[src/rtl/dec_scan_ctrl.sv]
`default_nettype none
// ============================================================================
// Module  : dec_scan_ctrl
// Purpose : Registered binary-to-one-hot decoder with enable, load strobe and
//           auto-scan mode. Define DEC_ACTIVE_LOW_EN for active-low outputs.
// Revision: 1.0 - initial release
// ============================================================================
module dec_scan_ctrl #(
    parameter int unsigned SEL_W     = 3,
    parameter int unsigned MSB_FIRST = 1,
    parameter int unsigned SCAN_DIV  = 4,
    localparam int unsigned OUT_W    = 2**SEL_W
) (
    input  logic             clk,
    input  logic             rst_n,
    input  logic             en,
    input  logic             mode,
    input  logic [SEL_W-1:0] sel,
    input  logic             sel_vld,
    input  logic [SEL_W-1:0] scan_last,
    output logic [OUT_W-1:0] out,
    output logic [SEL_W-1:0] idx,
    output logic             wrap
);

    localparam int unsigned DIV_W = $clog2(SCAN_DIV + 1);
    localparam logic [DIV_W-1:0] c_div_tc = DIV_W'(SCAN_DIV - 1);
    localparam logic [OUT_W-1:0] c_one    = OUT_W'(1);

    // Value driven on out while idle; the active pattern is this XOR one-hot.
`ifdef DEC_ACTIVE_LOW_EN
    localparam logic [OUT_W-1:0] c_out_idle = {OUT_W{1'b1}};
`else
    localparam logic [OUT_W-1:0] c_out_idle = {OUT_W{1'b0}};
`endif

    typedef enum logic [1:0] {
        ST_IDLE   = 2'd0,
        ST_DIRECT = 2'd1,
        ST_SCAN   = 2'd2
    } state_t;

    state_t           r_state;
    state_t           w_state_nxt;
    logic [SEL_W-1:0] r_idx;
    logic [SEL_W-1:0] w_idx_nxt;
    logic [DIV_W-1:0] r_div;
    logic [DIV_W-1:0] w_div_nxt;
    logic             r_wrap;
    logic             w_wrap_nxt;
    logic [OUT_W-1:0] r_out;
    logic [OUT_W-1:0] w_out_nxt;
    logic [OUT_W-1:0] w_shift;
    logic [OUT_W-1:0] w_onehot;

    always_ff @(posedge clk) begin
        if (!rst_n) begin
            r_state <= ST_IDLE;
            r_idx   <= '0;
            r_div   <= '0;
            r_wrap  <= 1'b0;
            r_out   <= c_out_idle;
        end else begin
            r_state <= w_state_nxt;
            r_idx   <= w_idx_nxt;
            r_div   <= w_div_nxt;
            r_wrap  <= w_wrap_nxt;
            r_out   <= w_out_nxt;
        end
    end

    // Priority: en, then mode, then sel_vld. Divider only runs inside SCAN.
    always_comb begin
        w_state_nxt = r_state;
        w_idx_nxt   = r_idx;
        w_div_nxt   = '0;
        w_wrap_nxt  = 1'b0;
        if (!en) begin
            w_state_nxt = ST_IDLE;
        end else begin
            case (r_state)
                ST_IDLE, ST_DIRECT: begin
                    if (mode) begin
                        w_state_nxt = ST_SCAN;
                        w_idx_nxt   = '0;
                    end else if (sel_vld) begin
                        w_state_nxt = ST_DIRECT;
                        w_idx_nxt   = sel;
                    end
                end
                ST_SCAN: begin
                    if (!mode) begin
                        if (sel_vld) begin
                            w_state_nxt = ST_DIRECT;
                            w_idx_nxt   = sel;
                        end else begin
                            w_state_nxt = ST_IDLE;
                        end
                    end else if (r_div == c_div_tc) begin
                        // scan_last is live: lowering it below idx wraps at once
                        if (r_idx >= scan_last) begin
                            w_idx_nxt  = '0;
                            w_wrap_nxt = 1'b1;
                        end else begin
                            w_idx_nxt  = r_idx + SEL_W'(1);
                        end
                    end else begin
                        w_div_nxt = r_div + DIV_W'(1);
                    end
                end
                default: w_state_nxt = ST_IDLE;
            endcase
        end
    end

    assign w_shift = c_one << w_idx_nxt;

    for (genvar gi = 0; gi < OUT_W; gi++) begin : g_decode
        if (MSB_FIRST != 0) begin : g_msb
            assign w_onehot[OUT_W-1-gi] = w_shift[gi];
        end else begin : g_lsb
            assign w_onehot[gi] = w_shift[gi];
        end
    end

    assign w_out_nxt = (w_state_nxt == ST_IDLE) ? c_out_idle : (c_out_idle ^ w_onehot);

    assign out  = r_out;
    assign idx  = r_idx;
    assign wrap = r_wrap;

endmodule
`default_nettype wire

[config.mk]
export PLATFORM = sky130hd
export DESIGN_NAME = dec_scan_ctrl
export DESIGN_NICKNAME = d
export VERILOG_FILES = /design/src/rtl/dec_scan_ctrl.sv
export SDC_FILE = /design/constraint.sdc
export NUM_CORES = 1
export LEC_CHECK = 0
export ABC_AREA = 0
export BUFFER_PORTS_ARGS = -buffer_cell sky130_fd_sc_hd__buf_2
export CAP_MARGIN = 25
export CELL_PAD_IN_SITES_DETAIL_PLACEMENT = 1
export CELL_PAD_IN_SITES_GLOBAL_PLACEMENT = 1
export CORE_ASPECT_RATIO = 0.75
export CORE_MARGIN = 5
export CORE_UTILIZATION = 25
export DETAILED_ROUTE_END_ITERATION = 10
export GPL_TIMING_DRIVEN = 0
export PLACE_DENSITY = 0.53
export SYNTH_ARGS = -nofsm -noshare
export SYNTH_HDL_FRONTEND = slang
export SYNTH_SLANG_ARGS = --single-unit
[constraint.sdc]
create_clock -name clk -period 4.1 [get_ports clk]
set_input_delay 0 -clock clk [delete_from_list [all_inputs] [get_ports clk]]
set_output_delay 0 -clock clk [all_outputs]
set_load 0.005 [all_outputs]
After elaboration in Yosys (flattened, before gate mapping) --
Cells that the tools add are included.
Word-level totals: register bits after elaboration 17, word-level logic and storage cells 36, input port bits 11
Operators by class: shifts and indexed selects 1, reduce and logical (&&, ||, !) cells 6, $lt $le $gt $ge 1, eq/ne operators 3, bitwise gates (word level) 4, muxes and demuxes 14, $add $sub $neg 2
Operators by type and width (number):
- $mux 3 | 6
- $mux 2 | 4
- $shl 1x3->8 const A | 1
- $add 3x1->3 const B | 2
- $pmux 3 s2 | 1
- $reduce_and 5->1 | 1
- $reduce_or 5->1 | 1
- $logic_not 2->1 | 2
- $not 1->1 | 4
- $pmux 2 s2 | 1
- $reduce_or 2->1 | 2
- $eq 3x2->1 const B | 1
- $ge 3x3->1 | 1
- $eq 2x1->1 const B | 1
- $eq 2x2->1 const B | 1
- $mux 1 | 2

Longest topological paths before layout --
depth after elaboration 7, depth in mapped cells 8, mapped depth without buffers 7

Worst setup path after synthesis --
No wires, ideal clock.
path kind reg-to-reg, from register r_idx[0] (netlist: idx[0]), to register r_idx[1] (netlist: idx[1]), path slack 2.402 ns, path buffers 0, arrival time 1.583 ns, required time 3.985 ns, stages on the path, launching flop included 8, path through dfxtp_1 inv_1 ha_1 nor2b_1 o211ai_1 nor2_1 or3b_1 and2_1
Between the ends: cells in the longest elaborated chain, start to end 6
Ends and longest elaborated chain:
- start: declaration | RTL line 45 | logic [SEL_W-1:0] r_idx;
- start signal: assignment | RTL line 65 | r_idx <= w_idx_nxt;
- $add 3x1->3 / $ge 3x3->1 (equally long branches) | RTL line 105, 101
- $mux 3 (*) | RTL line 101 | if (r_idx >= scan_last) begin
- $mux 3 (*) | RTL line 99 | end else if (r_div == c_div_tc) begin
- $mux 3 (*) | RTL line 92 | if (!mode) begin
- $pmux 3 s2 (*) | RTL line 81 | case (r_state)
- $mux 3 (*) | RTL line 78 | if (!en) begin
Mark *: on every way between the ends. The rest lies on a longest branch, timed or not. A chain may end at the register's enable or synchronous reset.

Worst setup path after layout --
from register r_idx[2] (netlist: idx[2]), to register r_out[4] (netlist: out[4])
Between the ends: cells in the longest elaborated chain, start to end 7
Ends and longest elaborated chain:
- $add 3x1->3 / $ge 3x3->1 (equally long branches) | RTL line 105, 101
- $mux 3 | RTL line 101
- $mux 3 | RTL line 99
- $mux 3 | RTL line 92
- $pmux 3 s2 | RTL line 81
- $mux 3 (*) | RTL line 78
- $shl 1x3->8 (*) | RTL line 116 | assign w_shift = c_one << w_idx_nxt;
- end signal: assignment | RTL line 62 | r_out <= c_out_idle;
- end signal: assignment | RTL line 68 | r_out <= w_out_nxt;
- end: declaration | RTL line 51 | logic [OUT_W-1:0] r_out;
Marks and branches as above.

==> load_flow_metrics.sql <==
INSERT INTO impl_metrics (metric_group, metric, value, unit) VALUES
('status', 'status', 'complete, no violations', ''),
('logic_synthesis', 'synthesis.nets', '108', ''),
('clock_network', 'post_cts.repair.setup_buffers', '0', ''),
('grt', 'grt_start_max_net_pins', '11', ''),
('grt', 'grt_use_met2', '16.0', '%'),
('clock_network', 'clk_pin_slew', '0.06', 'ns'),
('logic_synthesis', 'asyncSetResetFlopFracSynth', '0', '%'),
('layout', 'final_net_count', '133', ''),
('floorplanning', 'die_area', '4640', 'sq um'),
('sta', 'drv_slew', '0', ''),
('routing', 'vias_per_cell', '4.80', ''),
('critical_path', 'worst_ep_required_time', '4.26', 'ns'),
('power_and_ir_drop', 'total_switching_power', '73.4', 'uW'),
('power_and_ir_drop', 'leakage', '0.000470', 'uW'),
('floorplanning', 'start_util', '25.8', '%'),
('critical_path', 'path_class', 'reg2reg', ''),
('critical_path', 'cp_slowest_cell', 'dfxtp_1', ''),
('clock_network', 'clock_tree.buffer_depth', '2', ''),
('logic_synthesis', 'post_synth_most_frequent_cells', '17 x dfxtp_1, 9 x nand2_1, 9 x nor3_1', ''),
('sta', 'fin_worst_skew', '0.00197', 'ns'),
('layout', 'n_fill_cell', '388', ''),
('floorplanning', 'floorplan.die.height', '60.3', 'microns'),
('power_and_ir_drop', 'power.share.sequential', '52.4', '%'),
('grt', 'gr-usage-met1', '11.3', '%'),
('logic_synthesis', 'synth.lib_cells_used.distinct', '33', ''),
('clock_network', 'clkLatencyLatePin', '0.25', 'ns'),
('logic_synthesis', 'synth.yosys.seq_area_share', '40.4', '%'),
('routing', 'post_drt_wl_per_cell', '13.5', 'microns'),
('place', 'hpwlAfterDp', '1640', 'microns'),
('sta', 'setup_repair_after_global_routing_missed_its_margin', 'no', ''),
('power_and_ir_drop', 'cellPowerDensity', '314', 'nW/um^2'),
('routing', 'dr_total_vias', '744', ''),
('critical_path', 'crit_path_cell_trace', 'ha_1, a21oi_1, o21ai_0, o22ai_1, a22oi_1, nor3_1', ''),
('power_and_ir_drop', 'p_comb_share', '10.8', '%'),
('sta', 'final_min_period_over_clock_period', '47.0', '%'),
('power_and_ir_drop', 'swShare', '22.5', '%'),
('logic_synthesis', 'synth-edff-count', '0', ''),
('clock_network', 'cts_num_sinks', '17', ''),
('logic_synthesis', 'post_synth_instance_area', '842', 'sq um'),
('sta', 'worst_slew_pin_slew', '0.475', 'ns'),
('clock_network', 'htree_num_levels', '1', ''),
('grt', 'top_usage_layer', 'met2', ''),
('logic_synthesis', 'ys.flop_type', 'dfxtp_1', ''),
('critical_path', 'timing.critical_path.from_type', 'register', ''),
('sta', 'max_freq', '0.519', 'GHz'),
('grt', 'grt_antenna_before_repair', '0', ''),
('logic_synthesis', 'yosys.area.top_type_share', '40.4', '%'),
('routing', 'firstDrtPassIters', '4', ''),
('logic_synthesis', 'post_synth_main_area_contributors', 'dfxtp_1 40%, ha_1 8.9%, nor3_1 5.3%', ''),
('logic_synthesis', 'netlist_instances', '91', ''),
('sta', 'setup-violations-final', '0', ''),
('grt', 'groute.layer.met3.usage', '4.07', '%'),
('sta', 'hold-worst-slack', '0.0513', 'ns'),
('sta', 'final_period_minus_worst_setup_slack', '1.93', 'ns'),
('layout', 'num_antenna_cells', '0', ''),
('critical_path', 'end_kind', 'register', ''),
('place', 'gp_congestion', '0.732', ''),
('routing', 'detail-route-antenna-nets', '0', ''),
('clock_network', 'post_cts_hold_buffer_count', '0', ''),
('place', 'place_worst_setup_slack', '2.19', 'ns'),
('critical_path', 'rrSetupSlack', '2.17', 'ns'),
('clock_network', 'post_cts.resized_instances', '0', ''),
('sta', 'slew-limit-headroom', '68.2', '%'),
('layout', 'drive_gt1_share', '27.0', '%'),
('power_and_ir_drop', 'irDropWorstVdd', '128', 'uV'),
('routing', 'detail_route.iter0.violations', '19', ''),
('critical_path', 'critical_path_arrival', '2.09', 'ns'),
('grt', 'grt_use_total', '9.36', '%'),
('routing', 'drcViolationCount', '0', ''),
('logic_synthesis', 'avg_synthesized_cell_area', '9.25', 'sq um'),
('clock_network', 'cts_root_buf', 'clkbuf_8', '');
[worst max-delay path: cells and delay by family (launching register included)]
| family | cells | cell delay (ns) |
|---|---|---|
| AOI/OAI and AO/OA | 4 | 0.84 |
| DFF | 1 | 0.47 |
| adders and majority gates | 1 | 0.30 |
| and+or+nand+nor | 1 | 0.23 |
[layer usage]
metal	vias to the layer above	share of wire, %
met5	-	0
met4	0	0.48
met3	2	4.4
met2	11	49
met1	359	46
li1	372	-
[power groups by stage]
stage                     registers [uW]  clock network, uW  logic (uW)
final                                171                120        35.0
after global routing                 171                133        39.4
after CTS                            171                124        35.7
after detailed placement             175                  0        35.1
after global placement               174                  0        34.3
after floorplan                      174                  0        22.4
[path summary, 6_finish.rpt]
path            start          to  cells after the start
max            idx[2]      out[4]                      6
min             rst_n  r_state[0]                      3
max reg2reg    idx[2]      out[4]                      6
min reg2reg  r_div[0]    r_div[0]                      1
[cells in the final DEF (no fill, tap or decap), types with 2 or more instances in the layout]
cell      Yosys  final
mux2i_1       2      2
and2_1        3      3
ha_1          6      6
o221ai_1      2      2
nand2_1       9      9
buf_2         3     23
nor2_1        7      7
o21ai_0       2      2
nor3_1        9      9
inv_1         7      7
dfxtp_1      17     17
nor2b_1       3      3
clkbuf_8      0      3
[registers in the layout, indices dropped and copies added, names as in the netlist]
signal	cells
r_state	2
out	8
idx	3
wrap	1
r_div	3
[layout make-up]
class                      instances  area (sq um)  area share, %
buffer                             3          15.0           1.45
timing repair buffer              20           100           9.65
multi-input combinational         64           460           44.4
sequential                        17           340           32.8
clock buffer                       4          45.0           4.34
inverter                           7          26.3           2.53
tap                               40          50.0           4.83
[stage by stage]
step	util [%]	total power (uW)	cells	cell area, sq um
after floorplan	-	196	91	842
after global placement	30.4	209	151	992
after detailed placement	30.4	210	151	992
after CTS	31.8	330	155	1040
after global routing	31.8	344	155	1040
final	31.8	326	155	1040
[kinds of logic after synthesis]
logic type      share of synthesized area, %
compound gates                          15.5
fa+ha+maj                               8.92
xor+xnor                                1.04
buf+inv                                 4.90
simple gates                            25.6
flops                                   40.4
mux                                     3.71
Note: power is estimated with default switching activity, not from simulation.
